<file path="config.mk">
export PLATFORM = sky130hd
export DESIGN_NAME = rtc_pdu_apbif
export DESIGN_NICKNAME = d
export VERILOG_FILES = /design/src/rtl/rtc_pdu_apbif.sv
export SDC_FILE = /design/constraint.sdc
export NUM_CORES = 1
export LEC_CHECK = 0
export CAP_MARGIN = 30
export CORE_MARGIN = 8
export CORE_UTILIZATION = 30
export CTS_BUF_LIST = sky130_fd_sc_hd__clkbuf_4
export DETAILED_ROUTE_END_ITERATION = 6
export GPL_TIMING_DRIVEN = 0
export PLACE_DENSITY = 0.68
export REMOVE_ABC_BUFFERS = 1
export SLEW_MARGIN = 20
export SYNTH_ARGS = -nofsm -noshare
export SYNTH_HDL_FRONTEND = slang
export SYNTH_SLANG_ARGS = --single-unit
</file>
<file path="constraint.sdc">
create_clock -name pclk_gate -period 3.6 [get_ports pclk_gate]
set_input_delay 0.54 -clock pclk_gate [delete_from_list [all_inputs] [get_ports pclk_gate]]
set_output_delay 0.54 -clock pclk_gate [all_outputs]
set_load 0.03 [all_outputs]
</file>
<file path="src/rtl/rtc_pdu_apbif.sv">
// rtc_pdu_apbif: APB3 slave front-end of the RTC (power-down domain).
// Decodes APB transfers into one-cycle write strobes for the always-on
// register bank, reads back the AOU register copies, fetches the RTC counter
// through a toggle req/ack handshake and owns the raw/masked interrupt status.
// Optional feature macro: RTC_PDU_PSLVERR_EN enables the pslverr response for
// writes to read-only/unmapped offsets, reads of unmapped offsets and
// counter-capture timeouts; without it pslverr is tied low.
`timescale 1ns/1ps

module rtc_pdu_apbif #(
  parameter int          ADDR_W       = 8,
  parameter int          CNT_TIMEOUT  = 64,
  parameter logic [31:0] COMP_VERSION = 32'h3230312A
) (
  input  logic              pclk_gate,
  input  logic              presetn,
  input  logic              psel,
  input  logic              penable,
  input  logic              pwrite,
  input  logic [ADDR_W-1:0] paddr,
  input  logic [31:0]       pwdata,
  output logic [31:0]       prdata,
  output logic              pready,
  output logic              pslverr,
  output logic              pdu_aou_wen_mr,
  output logic              pdu_aou_wen_cr,
  output logic              pdu_aou_wen_div,
  output logic [31:0]       pdu_aou_pwdata,
  input  logic [31:0]       aou_pdu_mr_reg,
  input  logic [3:0]        aou_pdu_cr_reg,
  input  logic [19:0]       aou_pdu_div_reg,
  output logic              rtc_cnt_req,
  input  logic              rtc_cnt_ack,
  input  logic [31:0]       rtc_cnt_val,
  input  logic              rtc_match_tgl,
  output logic              rtc_intr
);

  localparam int OFF_W = ADDR_W - 2;
  localparam int TO_W  = $clog2(CNT_TIMEOUT + 1);

  localparam logic [OFF_W-1:0] OFF_CCVR  = OFF_W'(0);
  localparam logic [OFF_W-1:0] OFF_CMR   = OFF_W'(1);
  localparam logic [OFF_W-1:0] OFF_CCR   = OFF_W'(3);
  localparam logic [OFF_W-1:0] OFF_STAT  = OFF_W'(4);
  localparam logic [OFF_W-1:0] OFF_RSTAT = OFF_W'(5);
  localparam logic [OFF_W-1:0] OFF_EOI   = OFF_W'(6);
  localparam logic [OFF_W-1:0] OFF_VER   = OFF_W'(7);
  localparam logic [OFF_W-1:0] OFF_DIV   = OFF_W'(8);

`ifdef RTC_PDU_PSLVERR_EN
  localparam logic PSLVERR_EN = 1'b1;
`else
  localparam logic PSLVERR_EN = 1'b0;
`endif

  typedef enum logic [1:0] {
    ST_IDLE,
    ST_ACCESS,
    ST_CNTWAIT,
    ST_CNTDONE
  } state_t;

  state_t            state_q, state_d;
  logic              req_q, req_d;
  logic              req_sent_q, req_sent_d;   // our own toggle is in flight
  logic              timeout_q, timeout_d;
  logic [TO_W-1:0]   wait_q, wait_d;
  logic [31:0]       prdata_q;
  logic              cap_en;
  logic [1:0]        ack_sync;
  logic [2:0]        match_sync;
  logic              raw_q, intr_q;
  logic              err_c;

  logic [OFF_W-1:0]  off;
  logic              access, wr_xfer, rd_xfer;
  logic              ack_s, match_evt, eoi_clr, stat;
  logic [31:0]       rd_data;
  logic              rd_mapped, wr_ok;
  logic              unused_paddr_lsb;

  assign off              = paddr[ADDR_W-1:2];
  assign unused_paddr_lsb = ^paddr[1:0];
  assign access           = (state_q == ST_ACCESS) & psel & penable;
  assign wr_xfer          = access & pwrite;
  assign rd_xfer          = access & ~pwrite;
  assign ack_s            = ack_sync[1];
  assign match_evt        = match_sync[2] ^ match_sync[1];
  assign stat             = raw_q & aou_pdu_cr_reg[0] & ~aou_pdu_cr_reg[1];
  assign wr_ok            = (off == OFF_CMR) | (off == OFF_CCR) | (off == OFF_DIV);

  // Write strobes: one cycle, only in the access phase of a writable offset.
  assign pdu_aou_wen_mr  = wr_xfer & (off == OFF_CMR);
  assign pdu_aou_wen_cr  = wr_xfer & (off == OFF_CCR);
  assign pdu_aou_wen_div = wr_xfer & (off == OFF_DIV);
  assign pdu_aou_pwdata  = pwdata;

  // A completed EOI read clears the raw status.
  assign eoi_clr = rd_xfer & (off == OFF_EOI);

  assign rtc_cnt_req = req_q;
  assign rtc_intr    = intr_q;

  // Read-data mux for zero-wait reads; also flags unmapped offsets.
  always_comb begin
    rd_data   = '0;
    rd_mapped = 1'b1;
    case (off)
      OFF_CCVR:          rd_data = prdata_q;
      OFF_CMR:           rd_data = aou_pdu_mr_reg;
      OFF_CCR:           rd_data = {28'b0, aou_pdu_cr_reg};
      OFF_STAT:          rd_data = {31'b0, stat};
      OFF_RSTAT, OFF_EOI: rd_data = {31'b0, raw_q};
      OFF_VER:           rd_data = COMP_VERSION;
      OFF_DIV:           rd_data = {12'b0, aou_pdu_div_reg};
      default:           rd_mapped = 1'b0;
    endcase
  end

  // Transfer FSM next-state, handshake control and APB response.
  always_comb begin
    // NOTE: every output of this block gets a default first so no path can leave it unassigned and infer a latch.
    state_d    = state_q;
    req_d      = req_q;
    req_sent_d = req_sent_q;
    timeout_d  = timeout_q;
    wait_d     = wait_q;
    cap_en     = 1'b0;
    pready     = 1'b0;
    prdata     = '0;
    err_c      = 1'b0;
    case (state_q)
      ST_IDLE: begin
        if (psel) state_d = ST_ACCESS;
      end
      ST_ACCESS: begin
        if (!psel) begin
          state_d = ST_IDLE;
        end else if (penable) begin
          if (!pwrite && (off == OFF_CCVR)) begin
            state_d   = ST_CNTWAIT;
            wait_d    = '0;
            timeout_d = 1'b0;
            // Only toggle once any ack from an abandoned request has landed.
            if (req_q == ack_s) begin
              req_d      = ~req_q;
              req_sent_d = 1'b1;
            end else begin
              req_sent_d = 1'b0;
            end
          end else begin
            pready  = 1'b1;
            prdata  = pwrite ? 32'h0 : rd_data;
            err_c   = pwrite ? ~wr_ok : ~rd_mapped;
            state_d = ST_IDLE;
          end
        end
      end
      ST_CNTWAIT: begin
        if (!psel) begin
          state_d = ST_IDLE;
        end else if (req_sent_q && (ack_s == req_q)) begin
          cap_en  = 1'b1;
          state_d = ST_CNTDONE;
        end else if (wait_q == TO_W'(CNT_TIMEOUT - 1)) begin
          timeout_d = 1'b1;
          state_d   = ST_CNTDONE;
        end else begin
          wait_d = wait_q + 1'b1;
          if (!req_sent_q && (ack_s == req_q)) begin
            req_d      = ~req_q;
            req_sent_d = 1'b1;
          end
        end
      end
      ST_CNTDONE: begin
        pready  = 1'b1;
        prdata  = prdata_q;
        err_c   = timeout_q;
        state_d = ST_IDLE;
      end
      default: state_d = ST_IDLE;
    endcase
    pslverr = PSLVERR_EN & err_c;
  end

  // FSM state, handshake bookkeeping and counter snapshot register.
  always_ff @(posedge pclk_gate or negedge presetn) begin
    if (!presetn) begin
      state_q    <= ST_IDLE;
      req_q      <= 1'b0;
      req_sent_q <= 1'b0;
      timeout_q  <= 1'b0;
      wait_q     <= '0;
      prdata_q   <= '0;
    end else begin
      // NOTE: sequential state uses non-blocking assignments so every flop samples pre-edge values.
      state_q    <= state_d;
      req_q      <= req_d;
      req_sent_q <= req_sent_d;
      timeout_q  <= timeout_d;
      wait_q     <= wait_d;
      if (cap_en) prdata_q <= rtc_cnt_val;
    end
  end

  // Two-flop synchronizers for the RTC-domain toggles, plus match edge history.
  always_ff @(posedge pclk_gate or negedge presetn) begin
    if (!presetn) begin
      ack_sync   <= '0;
      match_sync <= '0;
    end else begin
      ack_sync   <= {ack_sync[0], rtc_cnt_ack};
      match_sync <= {match_sync[1:0], rtc_match_tgl};
    end
  end

  // Raw status (set wins over EOI clear) and registered masked interrupt.
  always_ff @(posedge pclk_gate or negedge presetn) begin
    if (!presetn) begin
      raw_q  <= 1'b0;
      intr_q <= 1'b0;
    end else begin
      raw_q  <= match_evt | (raw_q & ~eoi_clr);
      intr_q <= stat;
    end
  end

endmodule

</file>
==> flow_summary.toml, run 1 <==
[worst_setup_path]
critPathKind = "in -> out"
cp_num_cells = 7
reg2reg_from = "state_q[1]$_DFFE_PN0P_"
crit_family = "simple AND/OR/NAND/NOR gates"
cp-start-kind = "input pin"
cp.arrival_ps = 2960
critical_path_buf_inv_count = 2
r2r_slack_ps = 1030
crit_fanout = 12
worstReg2RegEnd = "prdata_q[14]$_DFFE_PN0P_"
worst_path_max_delay_cell = "or4b_4"
r2r_cells = 4
worst_setup_path_end_kind = "output port"
critPathMaxStageDelay_ps = 600
required_ps = 3060
crit_chain = "clkdlybuf4s50_1, or4b_4, o21ai_2, nand3_4, nor2_4, a22o_1, clkdlybuf4s15_1"

[clocking]
ctsLongestPathBuffers = 2
clock-root-buffer = "clkbuf_4"
numCtsBuffers = 5
htreeDepth = 2
clkLatencyLatePin_ps = 370
cts_hold_buf = 0
clk_pin_slew_ps = 160
cts_sinks = 50
tritoncts = "done"

[run]
max_cap_viol_count = 0

[placement]
dp_hpwl_mm = 9.44
pre_cts_slack_ps = -1010
port_buffers = 138
place_congestion = 0.747

[min_path]
min_path_type = "in -> async"

[power]
ir_drop_mv = 0.151
power_leakage_nw = 1.98
p_per_area_mw_per_mm2 = 244
p_total_mw = 1.11

[timing]
max_slew_margin_pct = 37.0
fin_crit_sh_pct = 97.1
rsz0062_at_grt = "false"
fin_tns_setup_ps = 0
worstMarginPinSlew_ps = 943
drv_slew = 0
setup_viol = 0
fin_ws_ps = 104
fin_crit_ps = 3500
final_hold_viol_count = 0
fmax_mhz = 286
fin_skew_ps = 12.6
hold_ws_ps = 162

[synth]
async_flop_share_pct = 100
synthTopCellsByArea = "dfrtp_1, mux2_2, buf_4"
yosysWarnings = 0
ys.flop_type = "dfrtp_1"
syn_area_mm2 = 0.00322
ys_ff_latch = 50
syn_inst = 339
synth-edff-count = 0
synth_area_per_cell_um2 = 9.50
yosysSeqAreaShare_pct = 38.9
synthDistinctLibCells = 49
synth_area_leader_cell = "dfrtp_1"
synth_top_area_share_pct = 38.9

[floorplan]
start_util_pct = 30.2
fp.dieH_um = 120
die_area_mm2 = 0.0143
die_w_um = 120
coreArea_mm2 = 0.0107
boundaryPins = 206
num_rows = 38

[layout]
finalNetCount = 571
final_common_cell = "clkdlybuf4s50_1"
fin_util_pct = 42.8
area_delta_synth_final_pct = 41.4
n_antenna_cell = 0
layout-drive-gt1-share_pct = 13.8
final_cell_mix = "clkdlybuf4s50_1, dfrtp_1, nand2_1, mux2_2, dlygate4sd2_1"

[routing]
routed_wl_mm = 12.1
drtIter0Drc = 128
via_count = 2937
antenna_left = 0
route.detailed.drc = 0
firstDrtPassIters = 4
viasPerCell = 5.10
wire_per_inst_um = 21.1

[global_routing]
antenna_found_initial = 0
grt_max_degree = 51
grt.overflow.total = 0
track_usage_pct = 16.6
grt_pass1_wl_mm = 18.3
first_global_vias = 3233

[outcome]
status = "finished, final reports clean"
-- kinds of logic (layout without fill, tap and decap cells) --
group	Yosys count	after routing	share of synthesized area [%]
AO/OA/AOI/OAI	79	79	15.9
XOR/XNOR	3	3	0.816
adder cells (fa/ha/maj)	1	1	0.389
buffers and inverters	58	154	11.5
flip-flops	50	50	38.9
multiplexers	48	48	16.2
other	1	1	0.116
AND/OR/NAND/NOR	99	100	16.2
-- flip-flops by register name (all words and copies together) (netlist names) --
register,flops
ack_sync,2
match_sync,3
prdata_q,32
raw_q,1
req_sent_q,1
rtc_cnt_req,1
rtc_intr,1
state_q,2
wait_q,7
-- routing by layer --
layer / wire [um] / track usage [%] / vias up
li1: - / - / 1355
met1: 5150 / 19.9 / 1405
met2: 5150 / 24.3 / 159
met3: 1610 / 10.3 / 14
met4: 117 / 3.28 / 4
met5: 106 / 5.21 / -
-- power breakdown --
group	switching [mW]	total, mW	leakage (nW)	internal (mW)
clock network	0.182	0.345	0.0463	0.163
logic	0.0708	0.190	1.27	0.120
registers	0.00558	0.575	0.669	0.569
-- cell type report --
cell class	instances	area (um2)
well taps	140	175
flip-flops and latches	50	1250
repair buffers	140	1400
clock buffers	7	52.6
fillers	1069	6100
multi-input cells	232	1620
inverters	6	22.5
clock inverters	1	30.0
-- worst reg2reg max path: stages, from the launching register on --
cell     delay [ps]
dfrtp_1         540
nor2b_1         800
nand3_2         510
buf_16          330
mux2_2          290
-- metrics by stage --
stage               cells  area [um2]
floorplan             287        2870
global placement      565        4430
detailed placement    566        4460
CTS                   576        4540
global route          576        4550
finish                576        4550
-- worst max path at each step --
stage / startpoint / endpoint / slack (ps)
final: paddr[4] / prdata[23] / 100
after global routing: paddr[4] / prdata[27] / 3
after CTS: paddr[4] / prdata[2] / 40
after detailed placement: paddr[5] / prdata[4] / -1010
after global placement: paddr[5] / prdata[4] / -910
after floorplan: paddr[5] / prdata[12] / 770
-- what timing repair did --
item                       CTS  global route
cloned                       1             0
setup endpoints to repair   35             7
setup buffers                1             0
gates resized for setup     38             8
-- Yosys cell counts, types with 2 or more instances --
library cell and count:
buf_2 11, nor4_1 2, nand2b_1 2, clkbuf_2 2
a31oi_1 5, clkbuf_1 4, a21oi_1 20, nor3b_1 3
xnor2_1 2, a22oi_2 2, o21ai_0 25, buf_4 34
mux2i_1 16, inv_1 6, nand3_1 7, nand2_1 39
a211oi_1 3, nor2_1 21, and3_1 3, a221oi_1 4
and2_1 4, nor2b_1 4, o21ai_1 3, a22o_1 9
nand3b_1 4, mux2_2 32, dfrtp_1 50
Power figures use the tool's default switching activity.
==> inputs of run 2 (changes only) <==
--- a/config.mk
+++ b/config.mk
@@ -15,2 +15,3 @@
 export REMOVE_ABC_BUFFERS = 1
+export SKIP_CTS_REPAIR_TIMING = 1
 export SLEW_MARGIN = 20
--- a/constraint.sdc
+++ b/constraint.sdc
@@ -3,2 +3,2 @@
 set_output_delay 0.54 -clock pclk_gate [all_outputs]
-set_load 0.03 [all_outputs]
+set_load 0.01 [all_outputs]
==> flow_summary.toml, run 2 (synthesized netlist as in run 1, its figures left out) <==
[worst_setup_path]
r2r_slack_ps = 1010
crit_chain = "clkdlybuf4s50_1, nor4_4, and3b_4, a22oi_2, o21ai_1, and2_1, clkdlybuf4s50_1"
cp.arrival_ps = 2850
critPathKind = "in -> out"
critPathMaxStageDelay_ps = 570
worst_setup_path_end_kind = "output port"
r2r_cells = 4
critical_path_buf_inv_count = 2
worst_path_max_delay_cell = "clkdlybuf4s50_1"
cpMostUsedCell = "clkdlybuf4s50_1"
worstReg2RegEnd = "prdata_q[14]$_DFFE_PN0P_"
reg2reg_from = "state_q[1]$_DFFE_PN0P_"
crit_family = "buffers and inverters"
required_ps = 3060
crit_start = "paddr[6]"
crit_fanout = 21
cp-start-kind = "input pin"

[layout]
final_cell_mix = "clkdlybuf4s50_1, dfrtp_1, nand2_1, mux2_2, o21ai_0"
fin_cells = 579
reg_top3 = "prdata_q x32, wait_q x7, match_sync x3"
fin_util_pct = 43.5
finalNetCount = 574
n_antenna_cell = 0
final_common_cell = "clkdlybuf4s50_1"
area_delta_synth_final_pct = 44.0
regMostFlops = "prdata_q"
largest_register_ffs = 32
layout-drive-gt1-share_pct = 14.4

[global_routing]
grt_pass1_wl_mm = 18.0
grt_max_degree = 51
grt.overflow.total = 0
antenna_found_initial = 0
track_usage_pct = 16.3
first_global_vias = 3193

[floorplan]
die_area_mm2 = 0.0143
coreArea_mm2 = 0.0107
fp.dieH_um = 120
num_rows = 38
start_util_pct = 30.2
boundaryPins = 206
die_w_um = 120

[timing]
fin_crit_ps = 3390
fin_crit_sh_pct = 94.1
rsz0062_at_grt = "false"
max_slew_margin_pct = 36.3
fin_tns_setup_ps = 0
setup_viol = 0
drv_slew = 0
fin_ws_ps = 213
fin_skew_ps = 8.64
worstMarginPinSlew_ps = 953
final_hold_viol_count = 0
fmax_mhz = 295

[placement]
pre_cts_slack_ps = -881
dp.cells = 566
place_congestion = 0.747
port_buffers = 138
dp_hpwl_mm = 9.44

[routing]
wire_per_inst_um = 21.1
routed_wl_mm = 12.2
via_count = 2949
route.detailed.drc = 0
antenna_left = 0
firstDrtPassIters = 4
drtIter0Drc = 124
viasPerCell = 5.09

[min_path]
min_path_type = "in -> async"

[clocking]
numCtsBuffers = 5
ctsLongestPathBuffers = 2
clock-root-buffer = "clkbuf_4"
tritoncts = "done"
clkLatencyLatePin_ps = 370
clk_pin_slew_ps = 150
cts_sinks = 50
htreeDepth = 2

[outcome]
status = "finished, final reports clean"

[run]
max_cap_viol_count = 0

[power]
p_total_mw = 1.11
ir_drop_mv = 0.152
p_per_area_mw_per_mm2 = 239
power_leakage_nw = 1.89
## run 2: per-stage QoR
stage / hold WS, ps / area [um2]
floorplan: 244 / 2870
global placement: 334 / 4430
detailed placement: 335 / 4460
CTS: 188 / 4540
global route: 194 / 4630
finish: 171 / 4630
## run 2: power breakdown
part           internal [mW]  switching [mW]  leakage, nW
logic                  0.121          0.0683         1.18
registers              0.569         0.00552        0.669
clock network          0.163           0.181       0.0463
## run 2: worst max path at each step
stage	cells after the start	slack [ps]	end
6_report	7	210	prdata[4]
5_1_grt	7	80	prdata[4]
4_1_cts	7	-880	prdata[4]
3_5_place_dp	7	-880	prdata[4]
3_3_place_gp	7	-780	prdata[4]
2_1_floorplan	3	1040	prdata_q[0]$_DFFE_PN0P_
## run 2: routing by layer
layer / vias up / global-route usage, % / routed length, um
li1: 1359 / - / -
met1: 1416 / 19.6 / 5100
met2: 160 / 24.1 / 5280
met3: 10 / 10.2 / 1630
met4: 4 / 2.81 / 75
met5: - / 5.21 / 106
## run 2: cell type report
class                      count  area, um2
clock inverter                 1       30.0
inverter                       6       22.5
fill                        1048       6020
timing repair buffer         143       1470
multi-input combinational    232       1630
sequential                    50       1250
tap                          140        175
clock buffer                   7       52.6
